$ cat config.mk
export PLATFORM = sky130hd
export DESIGN_NAME = store_merge_rmw_flat
export DESIGN_NICKNAME = d
export VERILOG_FILES = /design/src/rtl/store_merge_rmw_pkg.sv /design/src/rtl/store_merge_rmw_if.sv /design/src/rtl/store_merge_rmw_lane_merge.sv /design/src/rtl/store_merge_rmw.sv /design/src/flat_wrapper.sv
export SDC_FILE = /design/constraint.sdc
export NUM_CORES = 1
export LEC_CHECK = 0
export BUFFER_PORTS_ARGS = -buffer_cell sky130_fd_sc_hd__buf_2
export CORE_MARGIN = 2
export CORE_UTILIZATION = 40
export CTS_BUF_LIST = sky130_fd_sc_hd__clkbuf_4 sky130_fd_sc_hd__clkbuf_8
export CTS_CLUSTER_DIAMETER = 200
export DETAILED_ROUTE_END_ITERATION = 10
export HOLD_SLACK_MARGIN = 0.15
export PLACE_DENSITY = 0.72
export RECOVER_POWER = 100
export SLEW_MARGIN = 20
export SYNTH_ARGS = -nofsm -noshare
export SYNTH_HDL_FRONTEND = slang
export SYNTH_SLANG_ARGS = --single-unit
export TNS_END_PERCENT = 50
$ cat constraint.sdc
create_clock -name Clk -period 3.35 [get_ports Clk]
set_input_delay 0.67 -clock Clk [delete_from_list [all_inputs] [get_ports Clk]]
set_output_delay 0.67 -clock Clk [all_outputs]
set_load 0.01 [all_outputs]
$ cat src/rtl/store_merge_rmw_pkg.sv
// Shared encodings for the store merge path: access sizes and FSM states.
package store_merge_rmw_pkg;

  // Access size encoding shared with the load-side masking logic.
  typedef enum logic [1:0] {
    SZ_WORD = 2'd0,
    SZ_BYTE = 2'd1,
    SZ_HALF = 2'd2,
    SZ_ILL  = 2'd3
  } size_e;

  typedef enum logic [2:0] {
    ST_IDLE   = 3'd0,
    ST_RD     = 3'd1,
    ST_RDWAIT = 3'd2,
    ST_WR     = 3'd3,
    ST_ERR    = 3'd4
  } state_e;

  localparam int unsigned CNT_W = 3;

endpackage

$ cat src/rtl/store_merge_rmw_if.sv
// Store request and data-memory bus between the MEM stage and store_merge_rmw.
interface store_merge_rmw_if #(
  parameter int ADDR_W = 32
) ();
  logic              StoreReq;
  logic [ADDR_W-1:0] StoreAdr;
  logic [31:0]       StoreData;
  logic [1:0]        Bytes2Store;
  logic              Ready;
  logic              Done;
  logic              Error;
  logic              MemRdEn;
  logic              MemWrEn;
  logic [ADDR_W-3:0] MemWordAdr;
  logic [31:0]       MemRdData;
  logic [31:0]       MemWrData;

  // Store unit side.
  modport slave (
    input  StoreReq, StoreAdr, StoreData, Bytes2Store, MemRdData,
    output Ready, Done, Error, MemRdEn, MemWrEn, MemWordAdr, MemWrData
  );

  // Requester / memory side.
  modport master (
    output StoreReq, StoreAdr, StoreData, Bytes2Store, MemRdData,
    input  Ready, Done, Error, MemRdEn, MemWrEn, MemWordAdr, MemWrData
  );
endinterface

$ cat src/rtl/store_merge_rmw_lane_merge.sv
// Big-endian lane merge of right-justified store data into a memory word,
// plus size/alignment legality.
module store_lane_merge
  import store_merge_rmw_pkg::*;
(
  input  logic [31:0] old_word,
  input  logic [31:0] store_data,
  input  logic [1:0]  offset,
  input  size_e       size,
  output logic [31:0] merged_word,
  output logic        illegal
);

  // Replace only the addressed lanes; offset 0 is the most significant byte.
  always_comb begin
    merged_word = old_word;
    illegal     = 1'b0;
    case (size)
      SZ_WORD: begin
        merged_word = store_data;
        illegal     = (offset != 2'd0);
      end
      SZ_BYTE: begin
        case (offset)
          2'd0: merged_word[31:24] = store_data[7:0];
          2'd1: merged_word[23:16] = store_data[7:0];
          2'd2: merged_word[15:8]  = store_data[7:0];
          default: merged_word[7:0] = store_data[7:0];
        endcase
      end
      SZ_HALF: begin
        case (offset)
          2'd0: merged_word[31:16] = store_data[15:0];
          2'd1: merged_word[23:8]  = store_data[15:0];
          2'd2: merged_word[15:0]  = store_data[15:0];
          default: illegal = 1'b1;
        endcase
      end
      default: illegal = 1'b1;
    endcase
  end

endmodule

$ cat src/rtl/store_merge_rmw.sv
// Store unit: word stores written directly, sub-word stores via
// read-modify-write against a word memory with fixed read latency.
module store_merge_rmw
  import store_merge_rmw_pkg::*;
#(
  parameter int ADDR_W     = 32,
  parameter int MEM_RD_LAT = 1
) (
  input  logic             Clk,
  input  logic             Reset_n,
  store_merge_rmw_if.slave bus
);

  state_e            state_q, state_d;
  logic [ADDR_W-1:0] adr_q, adr_d;
  logic [31:0]       data_q, data_d;
  size_e             size_q, size_d;
  logic [CNT_W-1:0]  cnt_q, cnt_d;
  logic              ready_q, ready_d;
  logic              done_q, done_d;
  logic              error_q, error_d;
  logic              rd_en_q, rd_en_d;
  logic              wr_en_q, wr_en_d;
  logic [31:0]       wr_data_q, wr_data_d;

  logic [1:0]  mrg_offset;
  size_e       mrg_size;
  logic [31:0] mrg_data;
  logic [31:0] mrg_word;
  logic        mrg_illegal;

  // One merge instance: checks the incoming request in IDLE, merges the latched one later.
  always_comb begin
    if (state_q == ST_IDLE) begin
      mrg_offset = bus.StoreAdr[1:0];
      mrg_size   = size_e'(bus.Bytes2Store);
      mrg_data   = bus.StoreData;
    end else begin
      mrg_offset = adr_q[1:0];
      mrg_size   = size_q;
      mrg_data   = data_q;
    end
  end

  store_lane_merge u_merge (
    .old_word    (bus.MemRdData),
    .store_data  (mrg_data),
    .offset      (mrg_offset),
    .size        (mrg_size),
    .merged_word (mrg_word),
    .illegal     (mrg_illegal)
  );

  // Next-state and registered-output computation.
  always_comb begin
    state_d   = state_q;
    adr_d     = adr_q;
    data_d    = data_q;
    size_d    = size_q;
    cnt_d     = cnt_q;
    wr_data_d = wr_data_q;
    done_d    = 1'b0;
    error_d   = 1'b0;
    rd_en_d   = 1'b0;
    wr_en_d   = 1'b0;
    case (state_q)
      ST_IDLE: begin
        if (bus.StoreReq) begin
          adr_d  = bus.StoreAdr;
          data_d = bus.StoreData;
          size_d = size_e'(bus.Bytes2Store);
          if (mrg_illegal) begin
            state_d = ST_ERR;
            done_d  = 1'b1;
            error_d = 1'b1;
          end else if (size_e'(bus.Bytes2Store) == SZ_WORD) begin
            state_d   = ST_WR;
            wr_en_d   = 1'b1;
            done_d    = 1'b1;
            wr_data_d = bus.StoreData;
          end else begin
            state_d = ST_RD;
            rd_en_d = 1'b1;
          end
        end
      end
      ST_RD: begin
        cnt_d   = CNT_W'(MEM_RD_LAT);
        state_d = ST_RDWAIT;
      end
      ST_RDWAIT: begin
        cnt_d = cnt_q - 1'b1;
        // Capture on the cycle the count steps to zero, i.e. while read data is valid.
        if (cnt_q == CNT_W'(1)) begin
          wr_data_d = mrg_word;
          state_d   = ST_WR;
          wr_en_d   = 1'b1;
          done_d    = 1'b1;
        end
      end
      ST_WR:   state_d = ST_IDLE;
      ST_ERR:  state_d = ST_IDLE;
      default: state_d = ST_IDLE;
    endcase
    ready_d = (state_d == ST_IDLE);
  end

  // State and output registers with synchronous active-low reset.
  always_ff @(posedge Clk) begin
    if (!Reset_n) begin
      state_q   <= ST_IDLE;
      adr_q     <= '0;
      data_q    <= '0;
      size_q    <= SZ_WORD;
      cnt_q     <= '0;
      ready_q   <= 1'b1;
      done_q    <= 1'b0;
      error_q   <= 1'b0;
      rd_en_q   <= 1'b0;
      wr_en_q   <= 1'b0;
      wr_data_q <= '0;
    end else begin
      state_q   <= state_d;
      adr_q     <= adr_d;
      data_q    <= data_d;
      size_q    <= size_d;
      cnt_q     <= cnt_d;
      ready_q   <= ready_d;
      done_q    <= done_d;
      error_q   <= error_d;
      rd_en_q   <= rd_en_d;
      wr_en_q   <= wr_en_d;
      wr_data_q <= wr_data_d;
    end
  end

  assign bus.Ready      = ready_q;
  assign bus.Done       = done_q;
  assign bus.Error      = error_q;
  assign bus.MemRdEn    = rd_en_q;
  assign bus.MemWrEn    = wr_en_q;
  assign bus.MemWordAdr = adr_q[ADDR_W-1:2];
  assign bus.MemWrData  = wr_data_q;

endmodule

$ cat src/flat_wrapper.sv
// flat-port wrapper written by rule: the top's interface ports become plain ports
module store_merge_rmw_flat import store_merge_rmw_pkg::*;
#(
  parameter int ADDR_W     = 32,
  parameter int MEM_RD_LAT = 1
)
  (Clk, Reset_n, bus_StoreReq, bus_StoreAdr, bus_StoreData, bus_Bytes2Store, bus_MemRdData, bus_Ready, bus_Done, bus_Error, bus_MemRdEn, bus_MemWrEn, bus_MemWordAdr, bus_MemWrData);
  store_merge_rmw_if #(.ADDR_W(ADDR_W)) bus_i ();
  input  logic Clk;
  input  logic Reset_n;
  input wire logic [$bits(bus_i.StoreReq)-1:0] bus_StoreReq;
  input wire logic [$bits(bus_i.StoreAdr)-1:0] bus_StoreAdr;
  input wire logic [$bits(bus_i.StoreData)-1:0] bus_StoreData;
  input wire logic [$bits(bus_i.Bytes2Store)-1:0] bus_Bytes2Store;
  input wire logic [$bits(bus_i.MemRdData)-1:0] bus_MemRdData;
  output wire logic [$bits(bus_i.Ready)-1:0] bus_Ready;
  output wire logic [$bits(bus_i.Done)-1:0] bus_Done;
  output wire logic [$bits(bus_i.Error)-1:0] bus_Error;
  output wire logic [$bits(bus_i.MemRdEn)-1:0] bus_MemRdEn;
  output wire logic [$bits(bus_i.MemWrEn)-1:0] bus_MemWrEn;
  output wire logic [$bits(bus_i.MemWordAdr)-1:0] bus_MemWordAdr;
  output wire logic [$bits(bus_i.MemWrData)-1:0] bus_MemWrData;
  assign bus_i.StoreReq = bus_StoreReq;
  assign bus_i.StoreAdr = bus_StoreAdr;
  assign bus_i.StoreData = bus_StoreData;
  assign bus_i.Bytes2Store = bus_Bytes2Store;
  assign bus_i.MemRdData = bus_MemRdData;
  assign bus_Ready = bus_i.Ready;
  assign bus_Done = bus_i.Done;
  assign bus_Error = bus_i.Error;
  assign bus_MemRdEn = bus_i.MemRdEn;
  assign bus_MemWrEn = bus_i.MemWrEn;
  assign bus_MemWordAdr = bus_i.MemWordAdr;
  assign bus_MemWrData = bus_i.MemWrData;
  store_merge_rmw #(.ADDR_W(ADDR_W), .MEM_RD_LAT(MEM_RD_LAT)) u_core (.Clk(Clk), .Reset_n(Reset_n), .bus(bus_i));
endmodule
==> results.py, run 1 <==
metrics = {
    "floorplanning": {
        "die_y_um": 124.2,
        "initial_utilization": 0.4128,
        "io_pins": 168,
        "die_area_sq_um": 15410,
        "core_area_sq_um": 13990,
        "rows": 43,
        "die_w_um": 124.2,
    },
    "global_routing": {
        "antenna_found_initial": 3,
        "grt_overflow": 0,
        "grt_max_degree": 73,
        "grtUsageTotal": 0.2347,
        "grt_pass1_vias": 5474,
        "grt_pass1_wl_mm": 28.07,
    },
    "yosys": {
        "synth_cell_types": 48,
        "ys.flop_type": "dfxtp_1",
        "syn_inst": 754,
        "ys_warn_count": 0,
        "synth_nets": 861,
        "avgSynthCellArea_sq_um": 7.658,
        "synth_area_sq_um": 5774,
        "ys_top_cells_by_count": "200 x nand2_1, 109 x dfxtp_1, 85 x a21oi_1",
        "synth-seq-cells": 109,
        "yosysSeqAreaShare": 0.3779,
        "synth_most_common_cell": "nand2_1",
        "synthArstFlopShare": 0,
        "yosysTopAreaCell": "dfxtp_1",
        "synth_area_leaders": "dfxtp_1 38%, nand2_1 13%, a21oi_1 7.4%, o21ai_0 5.3%, buf_4 4.0%",
        "synth_edf_count": 0,
        "synth_top_area_frac": 0.3779,
    },
    "min_path": {
        "hold_end": "u_core.adr_q[7]$_SDFFE_PN0P_",
        "hold_path_depth": 2,
        "hp-class": "reg -> reg",
        "hp-start": "u_core.adr_q[7]$_SDFFE_PN0P_",
    },
    "setup_path": {
        "cp-end-kind": "flop",
        "critPathKind": "reg -> reg",
        "critical_path.max_stage_delay_ns": 0.45,
        "cp.required_ns": 3.59,
        "r2r_cells": 9,
        "crit_chain": "nor3_1 > buf_4 > mux2i_1 > ha_1 > nor3b_1 > a22oi_1 > buf_6 > a2111oi_0 > a211oi_1",
        "timing.rr.start": "u_core.state_q[1]$_SDFF_PN0_",
        "cp_slowest_cell": "a2111oi_0",
        "cp-start-kind": "flop",
        "r2r_slack_ns": 0.42,
        "r2r_end": "u_core.bus.MemWrData[7]$_SDFFE_PN0P_",
        "cp_data_arrival_time_ns": 3.17,
        "cp_max_fo": 22,
    },
    "status": {
        "violations": "capacitance limit, slew limit",
        "status": "finished with violations",
    },
    "cts": {
        "cts-root-buf": "clkbuf_8",
        "post_cts_buffers": 0,
        "cts_htree_levels": 3,
        "insertion_delay_ns": 0.39,
        "numCtsBuffers": 9,
        "holdBufCountCts": 0,
        "clkTransAtPathRegs_ns": 0.11,
        "clock_sinks": 109,
        "cts_resized": 0,
        "cts_buffer_depth": 2,
        "cts_tree": "built",
    },
    "routing": {
        "drt-pass1-iter-count": 8,
        "drt-total-wl_mm": 18.19,
        "wl_per_cell_um": 17.37,
        "route.detailed.drc": 0,
        "drtIter0Drc": 614,
        "drt-vias-per-instance": 5.675,
        "vias": 5942,
        "ant_nets": 0,
    },
    "timing": {
        "period_share": 0.8747,
        "hold_slack_ns": 0.4579,
        "clock_skew_ns": 0.01496,
        "setup_violations": 0,
        "max_slew.worst_pin.slew_ns": 1.663,
        "hold_viol": 0,
        "min_period_ns": 2.930,
        "maxSlewViolCount": 71,
        "fin_setup_tns_ns": 0,
        "slew-limit-headroom": -0.1084,
        "rsz0062_at_grt": "no",
        "worst_slack_ns": 0.4196,
        "max_clock_freq_mhz": 341.3,
    },
    "final_layout": {
        "area_growth_pct": 14.82,
        "fin_nets": 968,
        "layout-drive-gt1-share": 0.1651,
    },
    "placed_design": {
        "hpwl_mm": 12.31,
        "numPortBuffers": 167,
        "gp_congestion": 0.8888,
        "pre_cts_ws_ns": 0.3640,
    },
    "run": {
        "maxCapViolCount": 1,
    },
    "power": {
        "p_per_area_nw_per_um2": 754.1,
        "leakage_uw": 0.002692,
        "vdd_drop_max_mv": 0.4287,
    },
}
[critical path: cells and delay by family, from the launching register on]
family,cells,cell delay (ns)
compound gates,3,0.84
simple gates,2,0.60
buf+inv,2,0.48
flops,1,0.34
mux,1,0.30
fa+ha+maj,1,0.22
[registers in the layout, summed over array words and instances, names as in the netlist]
name,flops
u_core.adr_q,32
u_core.bus.MemWrData,32
u_core.data_q,32
u_core.cnt_q,3
u_core.state_q,3
u_core.size_q,2
u_core.bus.Done,1
u_core.bus.Error,1
u_core.bus.MemRdEn,1
u_core.bus.MemWrEn,1
u_core.bus.Ready,1
[metal layers]
metal  global-route usage  wire length, um  share of wire
met1               0.3062             7729           0.43
met2               0.3620             7913           0.44
met3              0.07372             1933           0.11
met4              0.08919              601          0.033
met5                    0                7        0.00038
[cell type report]
class,count,area (sq um)
fill,1472,7358
antenna,1,2.502
timing repair buffer,188,897.1
inverter,10,37.54
multi-input combinational,543,3075
clock inverter,5,58.81
clock buffer,11,151.4
sequential,109,2182
tap,180,225.2
[worst max path at each step]
stage	startpoint	endpoint	cells past startpoint
floorplan	u_core.state_q[1]$_SDFF_PN0_	u_core.bus.MemWrData[17]$_SDFFE_PN0P_	10
global placement	bus_StoreAdr[1]	u_core.bus.MemWrData[15]$_SDFFE_PN0P_	9
detailed placement	bus_StoreAdr[1]	u_core.bus.MemWrData[14]$_SDFFE_PN0P_	9
CTS	u_core.state_q[1]$_SDFF_PN0_	u_core.bus.MemWrData[14]$_SDFFE_PN0P_	9
global route	u_core.state_q[1]$_SDFF_PN0_	u_core.bus.MemWrData[0]$_SDFFE_PN0P_	9
finish	u_core.state_q[1]$_SDFF_PN0_	u_core.bus.MemWrData[7]$_SDFFE_PN0P_	9
[power breakdown]
group	leakage (uW)	internal (uW)	switching [uW]
combinational	0.00170	832	1540
sequential	0.000891	1550	216
clock	0.000102	387	477
total	0.00269	2770	2230
[layout by cell type, fill, tap and decap left out, types with 2 or more instances in the layout]
cell / n
a21oi_1: 85
o2bb2ai_1: 16
nand2b_1: 2
a222oi_1: 16
dfxtp_1: 109
nor2_1: 9
a22oi_1: 17
a211o_1: 7
or3_1: 9
and3_1: 3
buf_2: 99
clkbuf_2: 3
nor2b_1: 6
o21ai_0: 61
a21boi_1: 2
mux2_2: 3
nand2_1: 200
a221o_1: 2
clkbuf_1: 70
a2111oi_0: 14
mux2i_1: 9
inv_1: 9
buf_4: 15
and2_1: 5
or4b_1: 2
clkinvlp_4: 2
nand3_1: 2
a21o_1: 22
nor3_1: 3
a211oi_1: 17
o211ai_1: 9
ha_1: 6
clkbuf_8: 11
[metrics by stage]
| stage | total power [uW] | cell area (sq um) | std cells | utilization |
|---|---|---|---|---|
| 2_1_floorplan | 3516 | 5774 | 754 | - |
| 6_report | 5000 | 6630 | 1047 | 0.4740 |
| 5_1_grt | 5350 | 6628 | 1046 | 0.4738 |
| 3_5_place_dp | 4192 | 6538 | 1029 | 0.4674 |
| 3_3_place_gp | 4167 | 6538 | 1029 | 0.4674 |
| 4_1_cts | 5060 | 6748 | 1045 | 0.4824 |
[cell families (layout without fill, tap and decap cells)]
family	Yosys count	after routing	share of synthesized area
flip-flops	109	109	0.3779
AO/OA/AOI/OAI	276	276	0.3161
XOR/XNOR	1	1	0.001517
other	0	1	0
AND/OR/NAND/NOR	247	247	0.1796
multiplexers	12	12	0.02145
adder cells (fa/ha/maj)	7	7	0.01473
buffers and inverters	102	214	0.08862
No activity file was read; power rests on OpenSTA's default activity.
==> run 2: changes to the inputs <==
--- a/config.mk
+++ b/config.mk
@@ -6,6 +6,7 @@
 export NUM_CORES = 1
 export LEC_CHECK = 0
 export BUFFER_PORTS_ARGS = -buffer_cell sky130_fd_sc_hd__buf_2
+export CORE_ASPECT_RATIO = 2
 export CORE_MARGIN = 2
 export CORE_UTILIZATION = 40
 export CTS_BUF_LIST = sky130_fd_sc_hd__clkbuf_4 sky130_fd_sc_hd__clkbuf_8
==> run 2 against run 1 <==
  * The run still ends with capacitance limit, slew limit left
  * Combinational power down 2%
  * Routed wire length grew 1.2%
  * First-iteration DRC count down 19%
  * Critical path depth unchanged
  * Maximum frequency down 2.0%
  * Hold slack worse by 0.0014 ns
  * Die area is 0.37% higher
  * Critical path type unchanged
  * Largest power group unchanged
  * Highest routed layer is now met4
==> results.py, run 2 (synthesis results as in run 1) <==
metrics = {
    "floorplanning": {
        "die_y_um": 173.9,
        "die_w_um": 88.96,
        "rows": 62,
        "initial_utilization": 0.4045,
        "die_area_sq_um": 15470,
        "io_pins": 168,
        "core_area_sq_um": 14270,
    },
    "placed_design": {
        "pre_cts_ws_ns": 0.3496,
        "place_inst": 1038,
        "numPortBuffers": 167,
        "gp_congestion": 0.9709,
        "hpwl_mm": 12.97,
    },
    "routing": {
        "drt-pass1-iter-count": 6,
        "vias": 5853,
        "ant_nets": 0,
        "drt-total-wl_mm": 18.41,
        "drt-vias-per-instance": 5.564,
        "drtIter0Drc": 498,
        "route.detailed.drc": 0,
        "wl_per_cell_um": 17.50,
    },
    "timing": {
        "fin_setup_tns_ns": 0,
        "worst_slack_ns": 0.3603,
        "hold_slack_ns": 0.4565,
        "max_clock_freq_mhz": 334.5,
        "slew-limit-headroom": -0.08355,
        "period_share": 0.8924,
        "rsz0062_at_grt": "no",
        "max_slew.worst_pin.slew_ns": 1.625,
        "maxSlewViolCount": 71,
        "min_period_ns": 2.990,
        "hold_viol": 0,
        "clock_skew_ns": 0.01619,
        "setup_violations": 0,
    },
    "cts": {
        "clock_sinks": 109,
        "cts_buffer_depth": 2,
        "cts_resized": 0,
        "cts_tree": "built",
        "post_cts_buffers": 0,
        "cts-root-buf": "clkbuf_8",
        "cts_htree_levels": 3,
        "numCtsBuffers": 9,
        "insertion_delay_ns": 0.39,
        "clkTransAtPathRegs_ns": 0.10,
        "holdBufCountCts": 0,
    },
    "power": {
        "leakage_uw": 0.002659,
        "vdd_drop_max_mv": 0.3119,
        "p_per_area_nw_per_um2": 738.2,
    },
    "final_layout": {
        "fin_nets": 964,
        "diodes": 0,
        "fillers": 1515,
        "layout_common_cells": "200 x nand2_1, 109 x dfxtp_1, 99 x buf_2, 85 x a21oi_1, 70 x clkbuf_1",
        "layout-drive-gt1-share": 0.1605,
        "area_growth_pct": 14.30,
        "final_common_cell": "nand2_1",
        "fin_cells": 1052,
    },
    "setup_path": {
        "timing.rr.start": "u_core.state_q[2]$_SDFF_PN0_",
        "critPathKind": "reg -> reg",
        "r2r_cells": 9,
        "r2r_end": "u_core.bus.MemWrData[3]$_SDFFE_PN0P_",
        "cp_max_fo": 66,
        "crit_chain": "nor3_2 > mux2_1 > inv_1 > ha_1 > nor3b_1 > a22oi_2 > buf_12 > a2111oi_0 > a211oi_1",
        "cp-end-kind": "flop",
        "cp_data_arrival_time_ns": 3.23,
        "critical_path.max_stage_delay_ns": 0.46,
        "cp.required_ns": 3.59,
        "cp-start-kind": "flop",
        "cp_slowest_cell": "dfxtp_1",
        "r2r_slack_ns": 0.36,
    },
    "status": {
        "status": "finished with violations",
        "violations": "capacitance limit, slew limit",
    },
    "min_path": {
        "hp-start": "u_core.adr_q[27]$_SDFFE_PN0P_",
        "hold_end": "u_core.adr_q[27]$_SDFFE_PN0P_",
        "hp-class": "reg -> reg",
        "hold_path_depth": 2,
    },
    "global_routing": {
        "grt_pass1_vias": 5799,
        "grtUsageTotal": 0.2388,
        "grt_overflow": 0,
        "grt_pass1_wl_mm": 28.84,
        "antenna_found_initial": 0,
        "grt_max_degree": 72,
    },
    "run": {
        "maxCapViolCount": 1,
    },
}
-- run 2: final cells by class --
class / count / area (sq um) / share of cell area
Tap cell: 192 / 240.2 / 0.03640
Clock buffer: 11 / 151.4 / 0.02294
Timing Repair Buffer: 184 / 880.8 / 0.1335
Clock inverter: 3 / 22.52 / 0.003412
Sequential cell: 109 / 2182 / 0.3306
Multi-Input combinational cell: 543 / 3085 / 0.4675
Inverter: 10 / 37.54 / 0.005687
-- run 2: worst max-delay path, delay by kind of cell, from the launching register on --
family          cells  cell delay [ns]
simple gates        2             0.80
compound gates      3             0.71
flops               1             0.46
fa+ha+maj           1             0.16
mux                 1             0.41
buf+inv             2             0.32
-- run 2: report_power, final --
| group | switching, uW | internal (uW) |
|---|---|---|
| logic | 1510 | 824 |
| registers | 235 | 1550 |
| clock network | 454 | 304 |
| total | 2200 | 2670 |
-- run 2: worst max path at each step --
stage                                 start                               endpoint  slack [ns]
6_report       u_core.state_q[2]$_SDFF_PN0_   u_core.bus.MemWrData[3]$_SDFFE_PN0P_        0.36
5_1_grt        u_core.state_q[2]$_SDFF_PN0_   u_core.bus.MemWrData[1]$_SDFFE_PN0P_        0.06
4_1_cts        u_core.state_q[2]$_SDFF_PN0_   u_core.bus.MemWrData[1]$_SDFFE_PN0P_        0.32
3_5_place_dp   u_core.state_q[2]$_SDFF_PN0_   u_core.bus.MemWrData[1]$_SDFFE_PN0P_        0.35
3_3_place_gp   u_core.state_q[2]$_SDFF_PN0_   u_core.bus.MemWrData[2]$_SDFFE_PN0P_        0.46
2_1_floorplan  u_core.state_q[1]$_SDFF_PN0_  u_core.bus.MemWrData[17]$_SDFFE_PN0P_        0.60
-- run 2: metrics by stage --
| step | area, sq um | total power (uW) | util |
|---|---|---|---|
| 5_1_grt | 6600 | 5229 | 0.4624 |
| 3_3_place_gp | 6530 | 4126 | 0.4575 |
| 3_5_place_dp | 6530 | 4172 | 0.4575 |
| 2_1_floorplan | 5774 | 3516 | - |
| 6_report | 6600 | 4872 | 0.4624 |
| 4_1_cts | 6704 | 4935 | 0.4697 |
-- run 2: layer usage --
layer / wire length [um] / track usage / vias up
li1: - / - / 2860
met1: 6672 / 0.2473 / 2664
met2: 9513 / 0.4188 / 266
met3: 1068 / 0.04226 / 63
met4: 1153 / 0.1604 / 0
met5: 0 / 0 / -
